## config.mk

```make
export PLATFORM = sky130hd
export DESIGN_NAME = btn_bounce_gen
export DESIGN_NICKNAME = d
export VERILOG_FILES = /design/src/rtl/btn_pkg.sv /design/src/rtl/btn_bounce_gen_lfsr16.sv /design/src/rtl/btn_bounce_gen.sv
export SDC_FILE = /design/constraint.sdc
export NUM_CORES = 1
export LEC_CHECK = 0
export ABC_AREA = 0
export ABC_CLOCK_PERIOD_IN_PS = 1550
export CAP_MARGIN = 40
export CORE_MARGIN = 2
export CORE_UTILIZATION = 54
export DETAILED_ROUTE_END_ITERATION = 8
export PLACE_DENSITY = 0.8
export SLEW_MARGIN = 10
export SYNTH_ARGS = -nofsm -noshare
export SYNTH_HDL_FRONTEND = slang
export SYNTH_SLANG_ARGS = --single-unit
```

## constraint.sdc

```tcl
create_clock -name clk -period 1.55 [get_ports clk]
set_input_delay 0.155 -clock clk [delete_from_list [all_inputs] [get_ports clk]]
set_output_delay 0.155 -clock clk [all_outputs]
set_load 0.005 [all_outputs]
```

## src/rtl/btn_pkg.sv

```systemverilog
// Shared types and LFSR step for the button-bounce generator.
package btn_pkg;

  typedef enum logic [1:0] {
    IDLE,
    BOUNCE,
    SETTLE,
    DONE
  } state_t;

  localparam logic [15:0] LFSR_MASK = 16'hB400;

  // Galois step for x^16+x^14+x^13+x^11+1, shifting right.
  function automatic logic [15:0] lfsr_next(input logic [15:0] v);
    lfsr_next = {1'b0, v[15:1]} ^ (v[0] ? LFSR_MASK : 16'h0000);
  endfunction

endpackage

```

## src/rtl/btn_bounce_gen_lfsr16.sv

```systemverilog
// 16-bit Galois LFSR that advances only when asked; a zero seed is replaced by 1.
module lfsr16
  import btn_pkg::*;
#(
  parameter logic [15:0] SEED = 16'hACE1
) (
  input  logic        clk,
  input  logic        reset,
  input  logic        advance,
  output logic [15:0] value
);

  localparam logic [15:0] SEED_EFF = (SEED == 16'h0000) ? 16'h0001 : SEED;

  always_ff @(posedge clk) begin
    if (!reset) begin
      value <= SEED_EFF;
    end else if (advance) begin
      value <= lfsr_next(value);
    end
  end

endmodule

```

## src/rtl/btn_bounce_gen.sv

```systemverilog
// Mechanical-switch emulator: turns a level command into a seeded chattering
// contact that bounces BOUNCE_COUNT times and settles at the commanded level.
module btn_bounce_gen
  import btn_pkg::*;
#(
  parameter logic        IDLE_STATE         = 1'b1,
  parameter int unsigned BOUNCE_COUNT       = 4,
  parameter int unsigned CHATTER_MAX_CYCLES = 8,
  parameter int unsigned SETTLE_CYCLES      = 16,
  parameter logic [15:0] LFSR_SEED          = 16'hACE1
) (
  input  logic clk,
  input  logic reset,
  input  logic cmd_valid,
  input  logic cmd_level,
  output logic cmd_ready,
  output logic bouncyOut,
  output logic busy,
  output logic done
);

  localparam int unsigned CNT_MAX =
    (CHATTER_MAX_CYCLES > SETTLE_CYCLES) ? CHATTER_MAX_CYCLES : SETTLE_CYCLES;
  localparam int unsigned CW = $clog2(CNT_MAX + 1);

  localparam logic [8:0]    TOG_INIT    = 9'(2 * BOUNCE_COUNT + 1);
  localparam logic [7:0]    SEG_MASK    = 8'(CHATTER_MAX_CYCLES - 1);
  localparam logic [CW-1:0] SETTLE_INIT = CW'(SETTLE_CYCLES);
  localparam logic [CW-1:0] CNT_ONE     = CW'(1);

  state_t        state;
  logic          cur;
  logic          target;
  logic [8:0]    tog_left;
  logic [CW-1:0] cnt;
  logic [CW-1:0] seg;
  logic [15:0]   lfsr_val;
  logic [15:0]   lfsr_adv;
  logic          toggle;
  logic          accept;

  assign accept   = (state == IDLE) && cmd_valid && cmd_ready;
  // Counter is cleared on BOUNCE entry so the first edge toggles immediately.
  assign toggle   = (state == BOUNCE) && (cnt <= CNT_ONE);
  assign lfsr_adv = lfsr_next(lfsr_val);
  assign seg      = CW'(lfsr_adv[7:0] & SEG_MASK) + CNT_ONE;

  lfsr16 #(
    .SEED(LFSR_SEED)
  ) u_lfsr (
    .clk    (clk),
    .reset  (reset),
    .advance(toggle),
    .value  (lfsr_val)
  );

  always_ff @(posedge clk) begin
    if (!reset) begin
      state     <= IDLE;
      cur       <= IDLE_STATE;
      target    <= IDLE_STATE;
      tog_left  <= '0;
      cnt       <= '0;
      bouncyOut <= IDLE_STATE;
      cmd_ready <= 1'b0;
      busy      <= 1'b0;
      done      <= 1'b0;
    end else begin
      // Status outputs follow the state register by one cycle.
      cmd_ready <= (state == IDLE);
      busy      <= (state != IDLE);
      done      <= (state == DONE);

      case (state)
        IDLE: begin
          bouncyOut <= cur;
          if (accept) begin
            target <= cmd_level;
            if (cmd_level == cur) begin
              state <= DONE;
            end else begin
              tog_left <= TOG_INIT;
              cnt      <= '0;
              state    <= BOUNCE;
            end
          end
        end

        BOUNCE: begin
          if (toggle) begin
            bouncyOut <= ~bouncyOut;
            tog_left  <= tog_left - 9'd1;
            if (tog_left == 9'd1) begin
              cnt   <= SETTLE_INIT;
              state <= SETTLE;
            end else begin
              cnt <= seg;
            end
          end else begin
            cnt <= cnt - CNT_ONE;
          end
        end

        SETTLE: begin
          if (cnt <= CNT_ONE) begin
            cur   <= target;
            state <= DONE;
          end else begin
            cnt <= cnt - CNT_ONE;
          end
        end

        DONE: begin
          state <= IDLE;
        end

        default: begin
          state <= IDLE;
        end
      endcase
    end
  end

endmodule

```

==> reports/metrics.yaml <==
yosys:
  yosysMostFrequentCell: "nand2_1"
  yosysTopAreaCellShare_pct: 39.10
  ys_seq_area_share_pct: 39.10
  ys.flop_type: "dfxtp_1"
  yosysWarnings: 0
  synth_nets: 229
  syn_area_mm2: 0.001946
  ys_ff_latch: 38
  syn_area_per_cell_um2: 9.007
  synth_common_cells: "nand2_1 (41), dfxtp_1 (38), nor2_1 (13), nand3_1 (12), ha_1 (9)"
  synth_edf_count: 0
  synth_top_cells_by_area: "dfxtp_1 (39%), nand2_1 (7.9%), ha_1 (5.8%), xnor2_1 (3.2%), nand3_1 (3.1%)"
  synth_top_area_cell: "dfxtp_1"
  synthDistinctLibCells: 52
  synthCells: 216
  synthArstFlopShare_pct: 0
layout:
  drive_above_1_share_pct: 34.12
  area_delta_synth_final_pct: 29.84
  nets: 267
  diodes: 0
  fillerInstances: 225
  utilization_pct: 74.53
  final_area_mm2: 0.002526
  final_cells: 301
grt:
  antenna_found_initial: 0
  grt_pass1_wl_mm: 6.982
  grt_max_degree: 18
  grt_pass1_vias: 1607
  grt-ovfl-total: 0
  track_usage_pct: 21.55
placement:
  dp_slack_ns: -0.1506
  dp_cells: 288
  post_dp_cell_area_mm2: 0.002261
  gp_congestion: 0.8981
  dp_hpwl_mm: 2.654
  io_buffers: 7
clock_network:
  cts_buffers: 5
  clock-sinks: 38
  cts_tree: "done"
  root_buffer: "clkbuf_4"
  cts.htree.levels: 2
  clk_pin_slew_ns: 0.11
  cts_max_path_buffers: 2
  hold_buffers: 0
  clk_latency_ns: 0.35
timing:
  worst_pin_slew_ns: 0.4586
  relSlewSlack_pct: 69.19
  max_freq_mhz: 611.3
  final.setup.tns_ns: -0.3342
  hold_viol: 0
  fin_ws_ns: -0.08590
  period_share_pct: 105.5
  slew_violations: 0
  rsz0062_at_grt: "true"
  holdWs_ns: 0.4579
  skew_ns: 0.007968
  setup_viol: 9
  finalCriticalPeriod_ns: 1.636
status:
  status: "finished, violations left"
  failed_checks: "setup timing"
critical_path:
  cp_top_family: "compound AO/OA/AOI/OAI gates"
  cp-end-kind: "register"
  crit_chain: "inv_2 -> ha_4 -> o21bai_4 -> and2_4 -> a22oi_2 -> nand3_2 -> o22ai_2"
  crit_buf_inv: 1
  reg2reg_to: "cnt[2]"
  rr_worst_depth: 7
  start_kind: "register"
  rr_startpoint: "cnt[1]"
  cpPeakStageDelay_ns: 0.36
  critPathKind: "reg2reg"
  required_ns: 1.83
  worst-path-max-fanout: 5
  slowest_stage: "dfxtp_4"
  r2r_setup_slack_ns: -0.09
  arrival_ns: 1.91
run:
  max_cap_viol_count: 0
route:
  drc_errors: 0
  wirelength_mm: 4.432
  firstDrtPassIters: 4
  ant_nets: 0
  wl_per_cell_um: 14.72
  num_vias: 1628
  drtIter0Drc: 136
  vias_per_cell: 5.409
power_and_ir_drop:
  irDropWorstVdd_mv: 1.096
  finalPower_mw: 4.816
  power_density_mw_per_mm2: 1906
  p_leak_nw: 1.027
floorplanning:
  initial_core_util_pct: 57.40
  die_w_um: 64.03
  ios: 8
  die_area_mm2: 0.004099
  dieHeight_um: 64.03
  rows: 21
  core_mm2: 0.003390
worst_hold_path:
  hp-start: "u_lfsr.value[10]"
  whs_path_depth: 2
  whs_endpoint: "u_lfsr.value[9]"
  hp-class: "reg2reg"
[layout by cell type (no fill, tap or decap), drive strengths merged, types with 5 or more instances in the layout]
cell type      count
dfxtp             38
nand3             14
clkdlybuf4s50      7
nand2             42
a21boi             7
ha                 9
clkbuf             8
xor2               5
xnor2              7
buf               34
inv                8
nand4              5
nor2              13
[how the worst max path moves through the flow]
| stage | startpoint | cells after the start | endpoint |
|---|---|---|---|
| 3_3_place_gp | cmd_valid | 6 | cnt[2] |
| 5_1_grt | state[1] | 7 | cnt[2] |
| 2_1_floorplan | cnt[1] | 8 | cnt[2] |
| 3_5_place_dp | cmd_valid | 6 | cnt[2] |
| 6_report | cnt[1] | 7 | cnt[2] |
| 4_1_cts | state[1] | 7 | cnt[2] |
[sequential cells by signal, summed over array words and instances (netlist names)]
| signal | flops |
|---|---|
| cnt | 5 |
| tog_left | 9 |
| cur | 1 |
| cmd_ready | 1 |
| done | 1 |
| state | 2 |
| busy | 1 |
| bouncyOut | 1 |
| target | 1 |
| u_lfsr.value | 16 |
[area by class of cell]
class	instances	area (um^2)	share of cell area, %
multi-input cells	159	1227	48.59
inverters	8	30.03	1.189
clock inverters	1	5.005	0.1981
well taps	46	57.56	2.278
clock buffers	7	55.05	2.179
flip-flops and latches	38	769.5	30.46
repair buffers	42	381.6	15.11
[worst min-delay path: cells and delay by family, from the launching register on]
family | cells | cell delay (ns)
flip-flops | 1 | 0.32
AND/OR/NAND/NOR | 1 | 0.05
AO/OA/AOI/OAI | 1 | 0.05
[logic make-up after synthesis]
kind of cell	after synthesis	share of synthesized area, %
xor+xnor	12	5.402
buf+inv	19	5.209
compound gates	43	18.97
mux	1	0.5145
simple gates	94	25.02
fa+ha+maj	9	5.788
flops	38	39.10
[timing repair]
| item | CTS | global route |
|---|---|---|
| cloned | 0 | 1 |
| gates resized for setup | 13 | 32 |
| hold endpoints to repair | 0 | 0 |
| endpoints found under the setup margin | 19 | 33 |
| pin swaps | 4 | 11 |
| buffers inserted | 0 | 4 |
[per-layer routing]
| metal | part of all wire, % | vias up | global-route usage (%) | wire, um |
|---|---|---|---|---|
| met5 | 0 | - | 0 | 0 |
| met2 | 49 | 33 | 34.51 | 2171 |
| li1 | - | 826 | - | - |
| met1 | 45 | 758 | 27.98 | 1982 |
| met4 | 2.9 | 0 | 7.609 | 127 |
| met3 | 3.4 | 11 | 5.634 | 150 |
[report_power, final]
group	internal [mW]	leakage, nW	switching, mW
sequential	1.26	0.313	0.231
combinational	1.44	0.679	1.35
clock	0.220	0.0353	0.322
(Power assumes the default switching activity.)
